File: config.mk
export PLATFORM = sky130hd
export DESIGN_NAME = div_float
export DESIGN_NICKNAME = d
export VERILOG_FILES = /design/src/rtl/div_float.sv
export SDC_FILE = /design/constraint.sdc
export NUM_CORES = 1
export LEC_CHECK = 0
export ABC_AREA = 1
export BUFFER_PORTS_ARGS = -buffer_cell sky130_fd_sc_hd__buf_2
export CAP_MARGIN = 15
export CORE_ASPECT_RATIO = 0.75
export CORE_MARGIN = 2
export CORE_UTILIZATION = 40
export CTS_BUF_LIST = sky130_fd_sc_hd__clkbuf_4 sky130_fd_sc_hd__clkbuf_8 sky130_fd_sc_hd__clkbuf_16
export DETAILED_ROUTE_END_ITERATION = 8
export GPL_TIMING_DRIVEN = 1
export PLACE_DENSITY = 0.59
export SLEW_MARGIN = 20
export SYNTH_ARGS = -nofsm -noshare
export SYNTH_HDL_FRONTEND = slang
export SYNTH_SLANG_ARGS = --single-unit
export TNS_END_PERCENT = 100
File: constraint.sdc
create_clock -name iCLOCK -period 5.5 [get_ports iCLOCK]
set_input_delay 0.275 -clock iCLOCK [delete_from_list [all_inputs] [get_ports iCLOCK]]
set_output_delay 0.275 -clock iCLOCK [all_outputs]
set_load 0.02 [all_outputs]
File: src/rtl/div_float.sv
// div_float: iterative IEEE-754 single-precision divider.
// Radix-2 restoring mantissa division over 25 cycles, truncated result,
// denormals flushed to zero, valid/busy request and response handshakes.
module div_float (
  input  logic        iCLOCK,
  input  logic        iRESET_SYNC,
  input  logic        iDATA_REQ,
  output logic        oDATA_BUSY,
  input  logic [31:0] iDATA_A,
  input  logic [31:0] iDATA_B,
  output logic        oDATA_VALID,
  input  logic        iDATA_BUSY,
  output logic [31:0] oDATA_DATA
);

  localparam int unsigned RW        = 25;
  localparam int unsigned DW        = 24;
  localparam int unsigned LAST_ITER = 24;

  typedef enum logic [1:0] {S_IDLE, S_DIV, S_NORM, S_DONE} state_t;

  state_t          state_q;
  logic [4:0]      cnt_q;
  logic [RW-1:0]   r_q;
  logic [DW-1:0]   d_q;
  logic [RW-1:0]   q_q;
  logic [7:0]      expa_q;
  logic [7:0]      expb_q;
  logic            sign_q;
  logic            spec_q;
  logic [31:0]     spec_res_q;
  logic            valid_q;
  logic [31:0]     data_q;

  logic            sign_a, sign_b;
  logic [7:0]      exp_a, exp_b;
  logic [22:0]     fract_a, fract_b;
  logic            a_zero, a_inf, a_nan, b_zero, b_inf, b_nan, s_d;
  logic            spec_d;
  logic [31:0]     spec_res_d;
  logic            ge;
  logic [RW-1:0]   r_pre;
  logic [RW-1:0]   r_d;
  logic [RW-1:0]   q_d;
  logic signed [9:0] e_d;
  logic [22:0]     mant_d;
  logic [31:0]     res_d;

  assign sign_a  = iDATA_A[31];
  assign exp_a   = iDATA_A[30:23];
  assign fract_a = iDATA_A[22:0];
  assign sign_b  = iDATA_B[31];
  assign exp_b   = iDATA_B[30:23];
  assign fract_b = iDATA_B[22:0];

  assign oDATA_BUSY  = (state_q != S_IDLE);
  assign oDATA_VALID = valid_q;
  assign oDATA_DATA  = data_q;

  // Operand classification and special-case result, captured at accept
  always_comb begin
    a_zero     = (exp_a == 8'd0);
    a_inf      = (exp_a == 8'hFF) && (fract_a == 23'd0);
    a_nan      = (exp_a == 8'hFF) && (fract_a != 23'd0);
    b_zero     = (exp_b == 8'd0);
    b_inf      = (exp_b == 8'hFF) && (fract_b == 23'd0);
    b_nan      = (exp_b == 8'hFF) && (fract_b != 23'd0);
    s_d        = sign_a ^ sign_b;
    spec_d     = 1'b1;
    spec_res_d = 32'd0;
    if (a_nan || b_nan || (a_zero && b_zero) || (a_inf && b_inf)) begin
      spec_res_d = 32'h7FC0_0000;
    end else if (a_inf) begin
      spec_res_d = {s_d, 8'hFF, 23'd0};
    end else if (b_inf) begin
      spec_res_d = {s_d, 31'd0};
    end else if (b_zero) begin
      spec_res_d = {s_d, 8'hFF, 23'd0};
    end else if (a_zero) begin
      spec_res_d = {s_d, 31'd0};
    end else begin
      spec_d = 1'b0;
    end
  end

  // One restoring-division step: subtract when possible, then shift left
  always_comb begin
    ge    = (r_q >= {1'b0, d_q});
    r_pre = ge ? (r_q - {1'b0, d_q}) : r_q;
    r_d   = r_pre << 1;
    q_d   = {q_q[RW-2:0], ge};
  end

  // Normalize the quotient, compute the biased exponent and pack
  always_comb begin
    e_d    = 10'($signed({2'b00, expa_q}) - $signed({2'b00, expb_q}))
           + (q_q[24] ? 10'sd127 : 10'sd126);
    mant_d = q_q[24] ? q_q[23:1] : q_q[22:0];
    if (spec_q) begin
      res_d = spec_res_q;
    end else if (e_d >= 10'sd255) begin
      res_d = {sign_q, 8'hFF, 23'd0};
    end else if (e_d <= 10'sd0) begin
      res_d = {sign_q, 31'd0};
    end else begin
      res_d = {sign_q, e_d[7:0], mant_d};
    end
  end

  // Control FSM and datapath registers
  always_ff @(posedge iCLOCK) begin
    if (iRESET_SYNC) begin
      state_q    <= S_IDLE;
      cnt_q      <= 5'd0;
      r_q        <= '0;
      d_q        <= '0;
      q_q        <= '0;
      expa_q     <= 8'd0;
      expb_q     <= 8'd0;
      sign_q     <= 1'b0;
      spec_q     <= 1'b0;
      spec_res_q <= 32'd0;
      valid_q    <= 1'b0;
      data_q     <= 32'd0;
    end else begin
      case (state_q)
        S_IDLE: begin
          if (iDATA_REQ) begin
            r_q        <= {1'b0, 1'b1, fract_a};
            d_q        <= {1'b1, fract_b};
            q_q        <= '0;
            cnt_q      <= 5'd0;
            expa_q     <= exp_a;
            expb_q     <= exp_b;
            sign_q     <= s_d;
            spec_q     <= spec_d;
            spec_res_q <= spec_res_d;
            state_q    <= S_DIV;
          end
        end
        S_DIV: begin
          r_q   <= r_d;
          q_q   <= q_d;
          cnt_q <= cnt_q + 5'd1;
          if (cnt_q == 5'(LAST_ITER)) begin
            state_q <= S_NORM;
          end
        end
        S_NORM: begin
          data_q  <= res_d;
          valid_q <= 1'b1;
          state_q <= S_DONE;
        end
        S_DONE: begin
          if (!iDATA_BUSY) begin
            valid_q <= 1'b0;
            state_q <= S_IDLE;
          end
        end
        default: state_q <= S_IDLE;
      endcase
    end
  end

endmodule

==> results summary, run 1 <==
Leaving out fill and tap cells, the most frequent cell in the layout is sky130_fd_sc_hd__nand2_1. Global routing used a little over a fifth of the available tracks. The library cell with the largest summed area after synthesis is sky130_fd_sc_hd__dfxtp_1. The post-synthesis instance area came out at between 0.007 and 0.008 mm².

After floorplanning, the core was sized to cover between 0.015 and 0.02 mm². The worst pin sits at a relative slew slack of between 30% and 40%. The sequential share of power came out at 21.6%. Timing would allow up to approximately 300 MHz. The termination of the worst setup path is oDATA_DATA[6]$_SDFFE_PP0P_. The number of buffer cells added on primary ports is around 100.

The first-pass GRT wire length came out at around 37 mm. STA classifies the critical path endpoint as a register. Max-cap violations in this run came to 0.

The die area is 0.0211 mm². The number of antenna-violating nets in the routed design came out at 0. Each instance of the synthesized netlist takes up on average between 6 and 7 µm². The clock passes through at most 2 buffers. The starting density of the core is roughly 41%. The count of pins on the block boundary came out at ~100. The cts-stage hold buffer count is 0. The floorplan has between 40 and 50 rows. The congestion estimate from routability-driven global placement came to 0.842. The clock net sink count came out at about 140. Along the worst hold path, the cell count comes to 3.

The cell seen most often among critical-path stages is sky130_fd_sc_hd__inv_1. The mean number of vias per cell came out at 5.19. The worst stage delay on the critical path is 860 ps. The clock latency of the later-clocked register in the worst-skew pair came out at 430 ps.

The die height is 126 µm. The power spent charging and discharging nets is approximately 3 mW. The setup path with the least slack is of type reg2reg. The number of post-CTS setup repair buffers came out at 0. The flow ran to the end, and the final reports show no timing, DRC or antenna violations. The final routed wirelength across all metal layers is 21.6 mm. Summed over all nets, the half-perimeter wirelength after detailed placement is ~15 mm. The number of cells on the worst reg-to-reg path is 9. Setup repair after global routing left no endpoint under its margin. The detailed-router iteration count before antenna repair came out at 5. The accumulated negative setup slack is 0 ps. The power share of the clock group is around a fifth. The layout has 2023 filler cells.

In this run the most critical hold path is launched from iDATA_A[27]. The routed length per placed instance is 14.1 µm. The number of global-route vias before repair is approximately 7200. After synthesis the netlist holds a flip-flop and latch count of 135. The root buffer cell chosen for the clock tree is sky130_fd_sc_hd__clkbuf_16. The tightest min-delay check is of the in2reg type. The measured slew at the worst slew-check pin came out at between 900 and 1000 ps.

The number of antenna diodes is 0. The Yosys step of the flow raised 0 warnings. The critical path data arrival time came out at between 3000 and 4000 ps. The net count of the mapped netlist is roughly 1300. The power per cell area is around 660 mW/mm². Along the worst path, the maximum fanout reaches 33. Yosys attributes the largest share of cell area to sky130_fd_sc_hd__dfxtp_1, sky130_fd_sc_hd__a21oi_1, sky130_fd_sc_hd__nand2_1, sky130_fd_sc_hd__o21ai_0, sky130_fd_sc_hd__ha_1.

After synthesis, the netlist uses 39 different library cells. The net switching fraction of the power came out at around 51%. The layout-stage area growth over the synthesis result came out at 15.4%. The share of post-route cells with drive strength above 1 came out at between 10% and 20%.

The leakage power figure is approximately 4 nW. The remaining global-route overflow came out at 0. The maximum level of the CTS H-tree is 4. The CTS tree is done. Entering global routing, the biggest net connects 72 pins. The critical path's slowest cell is sky130_fd_sc_hd__nor2_1. The sequential element share of the synthesized area came out at around a third.

The internal power came out at between 2 and 3 mW. The number of gates resized after CTS was 0. In this run, the combinational gates consume 59.6% of the power. The reg2reg setup slack came out at 2160 ps. The worst clock skew on the final layout came out at 12.9 ps. The count of pins over their slew limit came to 0. The worst-case IR drop observed on VDD is 0.281 mV. The total clock buffers created by CTS came out at 17. The count of final hold-check violations is 0. The final net count came out at roughly 1400. Dividing the final minimum period by the clock period gives between 60% and 70%. The number of standard cells after synthesis came out at around 1200.

Walking the worst path, the cells encountered are inv_1 -> ha_1 -> clkinv_1 -> nor2_1 -> buf_4 -> inv_1 -> a211oi_1 -> nand3_1 -> a21oi_1. In this run the worst setup path begins at state_q[0]$_SDFFE_PP0P_. The terminus of the critical flop-to-flop path is oDATA_DATA[6]$_SDFFE_PP0P_.

In this run the critical register-to-register path is launched from state_q[0]$_SDFFE_PP0P_. STA puts the critical path data required time at around 5900 ps. The overall via count from detail_route came out at a little under 8000.

The worst setup path is launched from a register. The number of endpoints failing setup at the final stage is 0. The violation count after the first detailed-route iteration came out at 630. The initial antenna violation count came out at 0.

The number of design rule violations left after detail routing is 0. Clock-pin slew was measured on the worst setup and hold paths at roughly 60 ps. In this run the horizontal extent of the chip is between 150 and 200 µm. The clock period minus worst slack is between 3000 and 4000 ps. The total power draw came out at about 6.1 mW. The top cell type by area accounts for between 30 and 40% of the synthesized area. The library cells used most frequently in the layout, excluding fill and tap cells, are sky130_fd_sc_hd__nand2_1, sky130_fd_sc_hd__a21oi_1, sky130_fd_sc_hd__dfxtp_1, sky130_fd_sc_hd__o21ai_0, sky130_fd_sc_hd__inv_1.
## worst min-delay path by stage
stage,end,slack [ps]
2_1_floorplan,expa_q[2]$_SDFFE_PP0P_,400
3_3_place_gp,d_q[18]$_SDFFE_PP0P_,450
3_5_place_dp,expb_q[5]$_SDFFE_PP0P_,450
4_1_cts,expa_q[4]$_SDFFE_PP0P_,100
5_1_grt,expa_q[6]$_SDFFE_PP0P_,120
6_report,expa_q[4]$_SDFFE_PP0P_,120
## final cells by class
type	instances	area, µm²	share of cell area [%]
timing repair buffer	109	566	6.16
tap	253	317	3.45
clock buffer	17	425	4.63
sequential	135	2700	29.4
clock inverter	15	159	1.73
inverter	118	443	4.82
multi-input combinational	881	4570	49.8
## Yosys cell counts (all sizes together)
cell    number
a21oi      216
nand3       84
inv        116
and3         3
ha          40
nand4        8
nor4        12
nand3b       3
o311ai       1
xnor2       10
o211ai       3
nor3        11
xor2        10
nor2        82
buf         10
fa           2
a31oi        2
clkinv       2
o31ai        1
a211oi       5
a21o         3
o21bai       3
clkbuf      48
nor3b        1
or2          7
o21ai      120
nand2      248
o21a         3
dfxtp      135
and2         3
## sequential cells by signal, summed over array words and instances, names as in the netlist
| register | flops |
|---|---|
| sign_q | 1 |
| state_q | 2 |
| oDATA_DATA | 32 |
| spec_q | 1 |
| cnt_q | 5 |
| expa_q | 8 |
| expb_q | 8 |
| spec_res_q | 3 |
| d_q | 24 |
| q_q | 25 |
| r_q | 25 |
| oDATA_VALID | 1 |
## kinds of logic after synthesis
kind of cell	Yosys count	share of synthesized area, %
AOI/OAI and AO/OA	357	23.2
xor gates and xnor gates	20	2.20
adders and majority gates	42	6.79
buffers and inverters	176	8.66
DFF	135	33.9
and+or+nand+nor	462	25.2
## per-layer routing
layer  GRT usage [%]  up-vias  part of all wire [%]
met5               0        -                     0
met4            5.78        0                   1.1
met3            3.43       20                   5.0
met2            29.4      186                    39
met1            32.3     3583                    55
li1                -     4138                     -
## power groups by stage
| stage | sequential (mW) | combinational [mW] | clock [mW] |
|---|---|---|---|
| after global routing | 1.33 | 4.10 | 1.21 |
| after floorplan | 1.33 | 2.84 | 0 |
| after global placement | 1.32 | 3.55 | 0 |
| after CTS | 1.30 | 3.57 | 1.16 |
| final | 1.30 | 3.61 | 1.14 |
| after detailed placement | 1.32 | 3.55 | 0 |
## critical path: cells and delay by family (launching register included)
kind | cells | cell delay (ps)
buf+inv | 4 | 1300
simple gates | 2 | 970
compound gates | 2 | 370
flops | 1 | 330
fa+ha+maj | 1 | 280
## per-stage QoR
stage | hold slack, ps | area (µm²) | worst slack, ps | utilization (%) | cells
finish | 118 | 9190 | 2160 | 47.3 | 1528
global route | 118 | 9190 | 1810 | 47.3 | 1528
CTS | 102 | 9190 | 2170 | 47.3 | 1528
detailed placement | 450 | 8600 | 2200 | 44.3 | 1496
global placement | 450 | 8600 | 2350 | 44.3 | 1496
floorplan | 403 | 7960 | 2830 | - | 1192
No activity file was read; power rests on OpenSTA's default activity.
==> inputs of run 2 (changes only) <==
Settings changed: PLACE_DENSITY 0.59 to 0.61.
Clock period 5.5 ns to 2.8 ns, I/O delays scaled along.
==> run 2 against run 1 <==
Non-clock buffer count rose by 33. First-iteration DRC count up 21%. Clock skew hardly changed. Count of clock-buffer cells in the layout unchanged. Global-route usage shrank 0.090 points.
==> results summary, run 2 (same netlist as run 1, synthesis figures left out) <==
The first-pass GRT wire length is 35.9 mm (was 36.5 mm). The mean number of vias per cell came out at 5.18 (was 5.19). The total clock buffers created by CTS came out at 17 (unchanged). The critical path required time came out at 3100 ps (was 5850 ps). The fraction of the cycle the final worst path needs was 97.6% (was 60.7%). The detailed-router iteration count before antenna repair is 7 (was 5). The worst clock skew on the final layout is 13.0 ps (was 12.9 ps).

The placed wire-length estimate is 15.2 mm (was 15.5 mm). The overall via count from detail_route came to 8084 (was 7927). The remaining global-route overflow is 0 (unchanged).

The net switching fraction of the power came to 49.5% (was 50.6%). The total number of placement rows came out at 44 (unchanged). The sequential share of power came out at 18.8% (was 21.6%).

The measured slew at the worst slew-check pin is 915 ps (was 951 ps). The count of pins over their slew limit came out at 0 (unchanged). The filler cell count came out at 1936 (was 2023).

The biggest fanout along the worst timing path came out at 23 (was 33). The worst slew margin relative to its limit was 38.9% (was 36.5%). The final net count was 1405 (was 1372). Most frequent cells in the layout: sky130_fd_sc_hd__nand2_1, sky130_fd_sc_hd__a21oi_1, sky130_fd_sc_hd__dfxtp_1, sky130_fd_sc_hd__o21ai_0, sky130_fd_sc_hd__inv_1 (unchanged). The power spent charging and discharging nets is 6.75 mW (was 3.07 mW). The number of antenna diodes is 0 (unchanged). The die height is 126 µm (unchanged). The final design area excluding fillers is 0.00983 mm² (was 0.00919 mm²). The power per cell area is 1390 mW/mm² (was 659 mW/mm²). The pre-CTS worst setup slack is -62.2 ps (was 2200 ps). The leakage power figure came to 4.25 nW (was 4.02 nW).

The count of maximum capacitance violations came out at 0 (unchanged). Result of the run: finished, final reports clean (unchanged). The count of final hold-check violations came out at 0 (unchanged). The maximum ir drop on the vdd rail came out at 0.710 mV (was 0.281 mV).

The worst hold path stage count is 3 (unchanged). The number of design rule violations left after detail routing is 0 (unchanged). The share of post-route cells with drive strength above 1 was 18.3% (was 13.3%).

The critical setup path kind is reg2reg (unchanged). The maximum number of pins on one net before global-route repair is 69 (was 72). The number of cells on the worst reg-to-reg path came out at 18 (was 9). The final routed wirelength across all metal layers is 22.3 mm (was 21.6 mm). The most frequent standard cell in the layout excluding fill and tap cells is sky130_fd_sc_hd__nand2_1 (unchanged). The startpoint of the lowest-slack hold path is iDATA_B[7] (was iDATA_A[27]). The layout-stage area growth over the synthesis result is 23.4% (was 15.4%).

The total area of multi-input combinational cells came out at 0.00483 mm² (was 0.00457 mm²). The maximum level of the CTS H-tree came out at 4 (unchanged). The number of global-route vias before repair came out at 7368 (was 7245). The root buffer cell was sky130_fd_sc_hd__clkbuf_16 (unchanged). The post-route worst setup slack is 67.6 ps (was 2160 ps). The clock net sink count came out at 135 (unchanged).

The violation count after the first detailed-route iteration came out at 763 (was 630). The combinational share of power came out at 63.6% (was 59.6%). The beginning of the critical path was expa_q[0]$_SDFFE_PP0P_ (was state_q[0]$_SDFFE_PP0P_). The number of buffers on the longest clock path is 2 (unchanged). The routed length per placed instance is 14.3 µm (was 14.1 µm). The kind of capture point of the worst setup path is a register (unchanged). The element type at the critical path start was a register (unchanged). The internal power came out at 6.88 mW (was 2.99 mW). The clock transition at the register clock pins on the worst setup and hold paths after CTS is 70 ps (was 60 ps). The final weighted congestion in routability-driven placement was 0.883 (was 0.842). The critical register-to-register path startpoint is expa_q[0]$_SDFFE_PP0P_ (was state_q[0]$_SDFFE_PP0P_). The number of flip-flops under the largest register name is 32 (unchanged).

The clock latency of the later-clocked register in the worst-skew pair is 440 ps (was 430 ps). The critical path data arrival time is 3030 ps (was 3690 ps). The power share of the clock group was 17.6% (was 18.9%). The worst min-delay path category is in2reg (unchanged). The overall routing resource usage came out at 20.7% (was 20.8%). The die area came to 0.0211 mm² (unchanged). The CTS tree is done (unchanged). The maximum clock frequency is 366 MHz (was 300 MHz). The number of endpoints failing setup at the final stage is 0 (unchanged).

The core area is 0.0194 mm² (unchanged). The number of buffer cells added on primary ports is 101 (unchanged). The placed standard-cell area is 0.00870 mm² (was 0.00860 mm²). The number of antenna-violating nets in the routed design is 0 (unchanged). The area of all sequential standard cells came to 0.00271 mm² (was 0.00270 mm²). The die outline width came to 167 µm (unchanged). The initial antenna violation count is 0 (unchanged). Unrepaired setup endpoints after global routing: true (was false). The starting density of the core came out at 41.0% (unchanged). The clock period minus worst slack is 2730 ps (was 3340 ps). The count of pins on the block boundary came out at 102 (unchanged).
run 2: cell types whose count changed in the layout (fill, tap and decap cells not counted), moves of 4 or more:
| cell | change |
|---|---|
| sky130_fd_sc_hd__nand2_1 | -8 |
| sky130_fd_sc_hd__nand2_4 | +6 |
| sky130_fd_sc_hd__nand3_1 | -22 |
| sky130_fd_sc_hd__dlygate4sd3_1 | +9 |
| sky130_fd_sc_hd__a21oi_1 | -6 |
| sky130_fd_sc_hd__nand3_2 | +19 |
| sky130_fd_sc_hd__buf_4 | +17 |
| sky130_fd_sc_hd__inv_1 | -4 |
| sky130_fd_sc_hd__buf_6 | +4 |
| sky130_fd_sc_hd__a21oi_2 | +5 |
run 2: cell type report:
class / instances / share of cell area [%]
inverters: 118 / 4.63
clock inverters: 15 / 2.01
repair buffers: 142 / 9.14
well taps: 253 / 3.22
clock buffers: 17 / 4.33
multi-input cells: 881 / 49.1
flip-flops and latches: 135 / 27.5
run 2: critical path, cell delays in order (launching register included):
cell and delay [ps]:
sky130_fd_sc_hd__dfxtp_2 320, sky130_fd_sc_hd__inv_2 70, sky130_fd_sc_hd__ha_4 140, sky130_fd_sc_hd__inv_4 30, sky130_fd_sc_hd__fa_2 530, sky130_fd_sc_hd__inv_2 50, sky130_fd_sc_hd__ha_4 260, sky130_fd_sc_hd__inv_2 30
sky130_fd_sc_hd__or2_4 230, sky130_fd_sc_hd__nor2_4 120, sky130_fd_sc_hd__nand3_2 60, sky130_fd_sc_hd__nor2_1 80, sky130_fd_sc_hd__nand2_1 60, sky130_fd_sc_hd__nor2_2 130, sky130_fd_sc_hd__nand3_4 130, sky130_fd_sc_hd__nand2_4 110
sky130_fd_sc_hd__inv_8 90, sky130_fd_sc_hd__nand3_1 90, sky130_fd_sc_hd__a21oi_1 60
run 2: power by group through the flow:
stage / logic, mW / clock network, mW / registers, mW
after floorplan: 5.58 / 0 / 2.62
after global placement: 7.19 / 0 / 2.60
after detailed placement: 7.19 / 0 / 2.60
after CTS: 7.26 / 2.42 / 2.56
after global routing: 9.68 / 2.52 / 2.62
final: 8.67 / 2.40 / 2.57
run 2: through the flow:
step           TNS (ps)  util, %  instances  power (mW)  hold WS [ps]
4_1_cts               0     48.5       1548        12.2          1.21
6_report              0     50.6       1561        13.6          4.18
5_1_grt           -1850     50.6       1561        14.8          13.5
2_1_floorplan         0        -       1192        8.20           268
3_3_place_gp          0     44.7       1507        9.78           406
3_5_place_dp       -789     44.7       1507        9.78           407
run 2: final timing paths:
kind / slack, ps / to
worst min-delay path: 4 / d_q[7]$_SDFFE_PP0P_
worst max register to register: 70 / oDATA_DATA[13]$_SDFFE_PP0P_
worst min register to register: 460 / expb_q[7]$_SDFFE_PP0P_
worst max-delay path: 70 / oDATA_DATA[13]$_SDFFE_PP0P_
run 2: what timing repair did:
action,4_1_cts,5_1_grt
endpoints found under the setup margin,26,30
gates resized for setup,4,66
pin swaps,3,27
hold buffers,9,0
cloned,0,3
endpoints found under the hold margin,9,0
buffers inserted,0,10
run 2: layer usage:
layer	vias to the layer above	wire length [µm]	GRT usage, %
met5	-	0	0
met4	0	307	6.14
met3	21	1070	3.58
met2	193	9260	30.9
met1	3669	11700	30.5
li1	4201	-	-
